[src/rtl/hs_npu_result_writer.sv]
`default_nettype none
// ============================================================================
// Module      : hs_npu_result_writer
// Description : Drains the per-lane output FIFOs one complete row at a time.
//               Each row is packed into BUS_WIDTH-bit words and written out
//               as address-incrementing beats on a valid/ready channel. The
//               block runs a programmed number of rows per job and then
//               pulses done.
// Revision    : 1.0 - initial release
// ============================================================================
module hs_npu_result_writer #(
    parameter int SIZE       = 8,
    parameter int DATA_WIDTH = 16,
    parameter int BUS_WIDTH  = 32,
    parameter int ADDR_WIDTH = 32
) (
    input  logic                                 clk,
    input  logic                                 rst_n,
    input  logic                                 start,
    input  logic                                 abort,
    input  logic [ADDR_WIDTH-1:0]                base_addr,
    input  logic [31:0]                          num_rows,
    output logic                                 busy,
    output logic                                 done,
    input  logic [SIZE-1:0][DATA_WIDTH-1:0]      result_i,
    input  logic [SIZE-1:0]                      result_valid_i,
    output logic                                 result_ready_o,
    output logic                                 wr_valid_o,
    input  logic                                 wr_ready_i,
    output logic [ADDR_WIDTH-1:0]                wr_addr_o,
    output logic [BUS_WIDTH-1:0]                 wr_data_o
);

    // Beats per row, and the width of the word index that walks them.
    localparam int c_WORDS = (SIZE * DATA_WIDTH) / BUS_WIDTH;
    localparam int c_IDX_W = (c_WORDS > 1) ? $clog2(c_WORDS) : 1;
    localparam logic [c_IDX_W-1:0]    c_LAST_IDX  = c_IDX_W'(c_WORDS - 1);
    localparam logic [c_IDX_W-1:0]    c_IDX_ONE   = c_IDX_W'(1);
    localparam logic [ADDR_WIDTH-1:0] c_ADDR_STEP = ADDR_WIDTH'(BUS_WIDTH / 8);
    localparam logic [31:0]           c_ONE_ROW   = 32'd1;

    // State encoding.
    localparam logic [1:0] c_IDLE     = 2'd0;
    localparam logic [1:0] c_WAIT_ROW = 2'd1;
    localparam logic [1:0] c_SEND     = 2'd2;
    localparam logic [1:0] c_DONE     = 2'd3;

    logic [1:0]                           r_state;
    logic [1:0]                           w_state_nxt;
    logic [ADDR_WIDTH-1:0]                r_addr;
    logic [31:0]                          r_rows_left;
    logic [c_IDX_W-1:0]                   r_word_idx;
    // Row buffer viewed as bus words: word 0 holds lanes 0.. in its LSBs.
    logic [c_WORDS-1:0][BUS_WIDTH-1:0]    r_row_buf;

    logic w_all_valid;
    logic w_accept_start;
    logic w_pop;
    logic w_beat;
    logic w_last_beat;

    // Handshake qualifiers; abort overrides every transfer in its cycle so
    // that neither the FIFOs nor the internal counters move.
    always_comb begin
        w_all_valid    = &result_valid_i;
        w_accept_start = (r_state == c_IDLE) && start && !abort;
        w_pop          = (r_state == c_WAIT_ROW) && w_all_valid && !abort;
        w_beat         = (r_state == c_SEND) && wr_ready_i && !abort;
        w_last_beat    = w_beat && (r_word_idx == c_LAST_IDX);
    end

    // State register.
    always_ff @(posedge clk) begin
        if (!rst_n) begin
            r_state <= c_IDLE;
        end else begin
            r_state <= w_state_nxt;
        end
    end

    // Next-state logic; abort wins over everything else.
    always_comb begin
        w_state_nxt = r_state;
        case (r_state)
            c_IDLE: begin
                if (start) begin
                    w_state_nxt = (num_rows == 32'd0) ? c_DONE : c_WAIT_ROW;
                end
            end
            c_WAIT_ROW: begin
                if (w_all_valid) begin
                    w_state_nxt = c_SEND;
                end
            end
            c_SEND: begin
                if (wr_ready_i && (r_word_idx == c_LAST_IDX)) begin
                    w_state_nxt = (r_rows_left == c_ONE_ROW) ? c_DONE : c_WAIT_ROW;
                end
            end
            c_DONE: begin
                w_state_nxt = c_IDLE;
            end
            default: begin
                w_state_nxt = c_IDLE;
            end
        endcase
        if (abort) begin
            w_state_nxt = c_IDLE;
        end
    end

    // Job registers: address, remaining rows, word index and captured row.
    always_ff @(posedge clk) begin
        if (!rst_n) begin
            r_addr      <= '0;
            r_rows_left <= '0;
            r_word_idx  <= '0;
            r_row_buf   <= '0;
        end else begin
            if (w_accept_start) begin
                r_addr      <= base_addr;
                r_rows_left <= num_rows;
            end
            if (w_pop) begin
                r_row_buf  <= result_i;
                r_word_idx <= '0;
            end
            if (w_beat) begin
                // Address wraps naturally at 2^ADDR_WIDTH.
                r_addr     <= r_addr + c_ADDR_STEP;
                r_word_idx <= r_word_idx + c_IDX_ONE;
            end
            if (w_last_beat) begin
                r_rows_left <= r_rows_left - c_ONE_ROW;
            end
        end
    end

    // Outputs are decoded from state so they are all zero straight after reset.
    always_comb begin
        busy           = (r_state != c_IDLE);
        done           = (r_state == c_DONE);
        result_ready_o = w_pop;
        wr_valid_o     = (r_state == c_SEND);
        wr_addr_o      = r_addr;
        wr_data_o      = (r_state == c_SEND) ? r_row_buf[r_word_idx] : '0;
    end

endmodule
`default_nettype wire

[config.mk]
export PLATFORM = sky130hd
export DESIGN_NAME = hs_npu_result_writer
export DESIGN_NICKNAME = d
export VERILOG_FILES = /design/src/rtl/hs_npu_result_writer.sv
export SDC_FILE = /design/constraint.sdc
export NUM_CORES = 1
export LEC_CHECK = 0
export CAP_MARGIN = 0
export CELL_PAD_IN_SITES_DETAIL_PLACEMENT = 1
export CELL_PAD_IN_SITES_GLOBAL_PLACEMENT = 1
export CORE_MARGIN = 4
export CORE_UTILIZATION = 45
export CTS_CLUSTER_SIZE = 12
export DETAILED_ROUTE_END_ITERATION = 12
export DONT_BUFFER_PORTS = 1
export GPL_ROUTABILITY_DRIVEN = 0
export PLACE_DENSITY = 0.78
export SLEW_MARGIN = 20
export SYNTH_ARGS = -nofsm -noshare
export SYNTH_HDL_FRONTEND = slang
export SYNTH_SLANG_ARGS = --single-unit
[constraint.sdc]
create_clock -name clk -period 2.9 [get_ports clk]
set_input_delay 0.29 -clock clk [delete_from_list [all_inputs] [get_ports clk]]
set_output_delay 0.29 -clock clk [all_outputs]
set_load 0.03 [all_outputs]
== After elaboration in Yosys (flattened, before gate mapping) ==
Cells that the tools add are included.
Widths: inputs -> output; s select.

* Bitwise operators: 1
* Reductions and logical operators: 18
* Multiplexer cells: 15
* Equality and inequality tests: 8
* $add $sub $neg: 3
* Div/mod/pow operators: 0
* Shift operators: 0
* Magnitude comparators: 1
* Multiply operators: 0

{| class="wikitable"
|+ Operator list
! kind !! count
|-
| $mux 32 || 6
|-
| $bmux 32 s2 || 1
|-
| $add 32x3->32 const B || 1
|-
| $eq 32x1->1 const B || 1
|-
| $logic_not 32->1 || 1
|-
| $sub 32x1->32 const B || 1
|-
| $mux 2 || 7
|-
| $logic_and 1x1->1 || 8
|-
| $pmux 2 s4 || 1
|-
| $reduce_and 8->1 || 1
|-
| $reduce_bool 2->1 || 4
|-
| $eq 2x2->1 const B || 3
|-
| $ne 2x2->1 const B || 2
|-
| $lt 2x3->1 const B || 1
|-
| $reduce_and 3->1 || 1
|-
| $add 2x1->2 const B || 1
|-
| $eq 2x1->1 const B || 1
|-
| $logic_not 2->1 || 1
|-
| $ne 2x1->1 const B || 1
|-
| $reduce_or 2->1 || 1
|-
| $logic_not 1->1 || 1
|-
| $not 1->1 || 1
|}

* Memory bits (writable): 0
* Output and inout bits: 68
* Latch bits: 0
* Memories kept: 0
* Flip-flop bits (word level): 196
* Bits in read-only memories: 0
* Input port bits: 205

== Depth between registers and ports, before layout ==
* Word-level depth: 5
* Gate-level depth with buffers: 8
* Depth with buffers taken out: 7

== Least setup slack after synthesis ==
No wires, ideal clock.

* Kind: reg-to-reg
* Start point: reg r_addr[2], in the netlist wr_addr_o[2]
* End point: reg r_addr[20], in the netlist wr_addr_o[20]
* Data arrival time: 2153 ps
* Setup time: 74 ps
* Buffers on the path: 0
* Stages on the path, launching flop included: 7
* Period minus slack after synthesis: 2227 ps
* Slack: 673 ps
* Data required time: 2826 ps
* Path through: dfxtp_1 > ha_1 > nand3_1 > nor4_1 > nand2_1 > or3_1 > a31oi_1

* Longest elaborated chain between the ends: 2

{| class="wikitable"
|+ RTL lines
! element !! RTL line !! text
|-
| start, declared || 50 || <nowiki>logic [ADDR_WIDTH-1:0] r_addr;</nowiki>
|-
| start signal, assigned || 121 || <nowiki>r_addr <= base_addr;</nowiki>
|-
| start signal, assigned || 130 || <nowiki>r_addr <= r_addr + c_ADDR_STEP;</nowiki>
|-
| $add 32x3->32 || 130 ||
|-
| $mux 32 || 128 || <nowiki>if (w_beat) begin</nowiki>
|}

No other way between the ends.
A chain may end at the register's enable or synchronous reset.

== Final worst setup path ==
* Start point: reg r_word_idx[0]
* End point: out wr_data_o[14]

* Longest elaborated chain between the ends: 3

{| class="wikitable"
|+ RTL lines
! element !! RTL line !! text
|-
| start, declared || 52 || <nowiki>logic [c_IDX_W-1:0] r_word_idx;</nowiki>
|-
| start signal, assigned || 131 || <nowiki>r_word_idx <= r_word_idx + c_IDX_ONE;</nowiki>
|-
| $bmux 32 s2 || 146 || <nowiki>wr_data_o = (r_state == c_SEND) ? r_row_buf[r_word_idx] : '0;</nowiki>
|-
| $mux 32 (implied by the code) || 146 ||
|-
| $mux 32 || 146 ||
|-
| end, declared || 31 || <nowiki>output logic [BUS_WIDTH-1:0] wr_data_o</nowiki>
|}

No other way between the ends. The select of a mux whose other input is x is not followed.

==> flow_summary_export.csv <==
group,metric,value,unit
status,status,"completed",
pwr,power.density,500.4,mW/mm^2
pwr,p_comb_frac,0.084,
route,via_count,9248,
timing,period_share,0.8610,
final_layout,nFillCells,2381,
critical_path,arrival,2.21,ns
route,viasPerCell,6.060,
critical_path,worstPathRequired,2.61,ns
synthesis,ys_types,60,
final_layout,multi_input_area,0.005014,mm^2
synthesis,yosys_warnings,0,
synthesis,ys_seq_elements,196,
timing,setup_tns,0,ns
route,post-route-drc-count,0,
pwr,intPower,4.136,mW
timing,clock_skew,0.01737,ns
clocking,clkTransAtPathRegs,0.08,ns
pwr,p_sw,1.606,mW
global_routing,grt_first_pass_wirelength,52070,um
synthesis,synthCells,1149,
synthesis,avgSynthCellArea,8.085,um^2
synthesis,synth-main-ff-cell,"dfxtp_1",
clocking,cts_buffers,17,
pwr,switching_share,0.2797,
timing,holdWs,0.01351,ns
place,port_buffers,0,
critical_path,crit_path_end_kind,"output pin",
timing,rsz0062_at_grt,"false",
floorplanning,rows,52,
route,dr_wl_met2,18000,um
final_layout,layout-drive-gt1-share,0.09490,
place,placed_cell_area,0.009602,mm^2
place,dpl_worst_slack,0.5880,ns
final_layout,fin_nets,1450,
route,firstDrtPassIters,5,
worst_hold_path,hp-start,"result_i[38]",
final_layout,final_cell_count_no_fill,1526,
place,placed_cells_incl_taps,1366,
route,ant_nets,0,
clocking,htree_levels,4,
synthesis,synth-edff-count,0,
critical_path,r2r_end,"wr_addr_o[20]",
global_routing,track_usage,0.2866,
clocking,cts.sinks,196,
flow_run,cap_violations,0,
synthesis,synthArstFlopShare,0,
clocking,clk_path_buf_depth,2,
final_layout,final_common_cell,"nand2_1",
timing,worst_slack,0.4032,ns
route,wl,34440,um
synthesis,syn_area,0.009290,mm^2
timing,worst_pin_slew,0.9245,ns
pwr,max-vdd-ir-drop,0.2899,mV
synthesis,seq_area_frac_synth,0.4224,
route,wl_met3,2600,um
floorplanning,core-area,0.02030,mm^2
route,drt_iter0_drc,486,
timing,slew_violations,0,
clocking,clk_latency,0.44,ns
route,dr.max_layer_used,"met4",
critical_path,r2r_slack,0.48,ns
global_routing,grt_max_degree,111,
final_layout,mostFrequentLayoutCells,"331 x nand2_1, 194 x dfxtp_1, 172 x a21oi_1, 126 x dlygate4sd3_1, 39 x nor2_1",
critical_path,r2r_start,"wr_addr_o[2]",
timing,min_period,2.497,ns
global_routing,antenna_found_initial,1,
place,dpl.hpwl,19930,um
route,wl_met1,12770,um
pwr,p_leak,3.696,nW
clocking,post-cts-setup-buffers,0,
timing,slew_headroom,0.3836,
worst_hold_path,hp-class,"input port to flip-flop",
floorplanning,initial_utilization,0.4577,
timing,clock.fmax,400.5,MHz
route,wl_per_cell,22.57,um
floorplanning,die_y,151.7,um
floorplanning,die_w,151.7,um
critical_path,start_kind,"flip-flop",
critical_path,rr_worst_depth,7,
global_routing,grt_pass1_vias,9893,
clocking,clock-root-buffer,"clkbuf_16",
pwr,fin_total_pwr,5.742,mW
pwr,p_seq_frac,0.493,
clocking,cts_tree,"done",
worst_hold_path,hold_path_depth,2,
critical_path,crit_type,"flip-flop to output pin",
clocking,cts-resized-gates,0,
floorplanning,io_pins,273,
floorplanning,die_area,0.02301,mm^2
synthesis,syn-num-nets,1358,
timing,final-hold-violation-count,0,
final_layout,area_growth,23.52,%
global_routing,gr-total-overflow,0,
final_layout,utilization,0.5653,
worst_hold_path,min_to,"r_row_buf[38]",
final_layout,design_area,0.01147,mm^2
pwr,clockPowerShare,0.423,
final_layout,regArea,0.003926,mm^2
critical_path,crit_path_max_fanout,34,
timing,setup_viol,0,
## worst max-delay path, stage by stage (launching register included)
cell	delay, ns
dfxtp_2	0.34
buf_4	0.48
mux4_2	0.34
nor2b_1	0.61
## worst max path at each step
stage                   from              end  slack [ns]  depth (start not counted)
2_1_floorplan   wr_addr_o[2]    wr_addr_o[20]        0.67                          6
3_3_place_gp      r_state[1]  r_rows_left[26]        0.62                          5
3_5_place_dp      r_state[1]  r_rows_left[26]        0.59                          5
4_1_cts        r_word_idx[0]    wr_data_o[30]        0.46                          3
5_1_grt         wr_addr_o[2]    wr_addr_o[24]        0.33                          7
6_report       r_word_idx[0]    wr_data_o[14]        0.40                          3
## area by class of cell
type | instances | area share
clock buffer | 17 | 0.03707
inverter | 11 | 0.004253
sequential | 196 | 0.3422
timing repair buffer | 156 | 0.1339
tap | 270 | 0.02944
multi-input combinational | 859 | 0.4369
antenna | 2 | 0.0004362
clock inverter | 15 | 0.01581
## power by group through the flow
stage               registers (mW)  logic (mW)  clock network [mW]
global route                  2.84       0.525                2.61
finish                        2.83       0.481                2.43
global placement              2.89       0.318                   0
floorplan                     2.88       0.245                   0
detailed placement            2.89       0.325                   0
CTS                           2.83       0.469                2.46
## synthesized netlist by cell type, types with 7 or more instances
master      n  area share
a21oi_1   172       0.093
a221oi_1    7      0.0066
a31oi_1    17       0.011
and3_1      7      0.0047
clkbuf_1   75       0.030
dfxtp_1   196        0.42
inv_1      10      0.0040
mux4_2     32       0.078
nand2_1   331        0.13
nand3_1    21       0.011
nand4_1    15       0.010
nor2_1     39       0.016
nor2b_1    33       0.022
nor3_1     13      0.0070
nor4_1     19       0.013
o211ai_1   11      0.0089
o21a_1     10      0.0081
o21ai_0    23       0.012
or3_1       7      0.0047
## state kept, by name (all words and copies together), names as in the netlist
register / cells
wr_addr_o: 32
r_rows_left: 32
r_word_idx: 2
r_row_buf: 128
r_state: 2
## layer usage
layer,global-route usage,vias to the layer above
met1,0.3200,4578
met3,0.08358,71
met4,0.1119,0
met2,0.5131,345
met5,0,-
li1,-,4254
## logic make-up after synthesis
kind of cell	after synthesis	synth area share
AND/OR/NAND/NOR	524	0.2598
flip-flops	196	0.4224
buffers and inverters	94	0.03838
multiplexers	37	0.08364
AO/OA/AOI/OAI	294	0.1904
adder cells (fa/ha/maj)	4	0.005387
## repair_timing
action / in CTS / in global routing
setup endpoints to repair: 0 / 0
hold buffers: 123 / 3
hold endpoints to repair: 136 / 3
(Power assumes the default switching activity.)
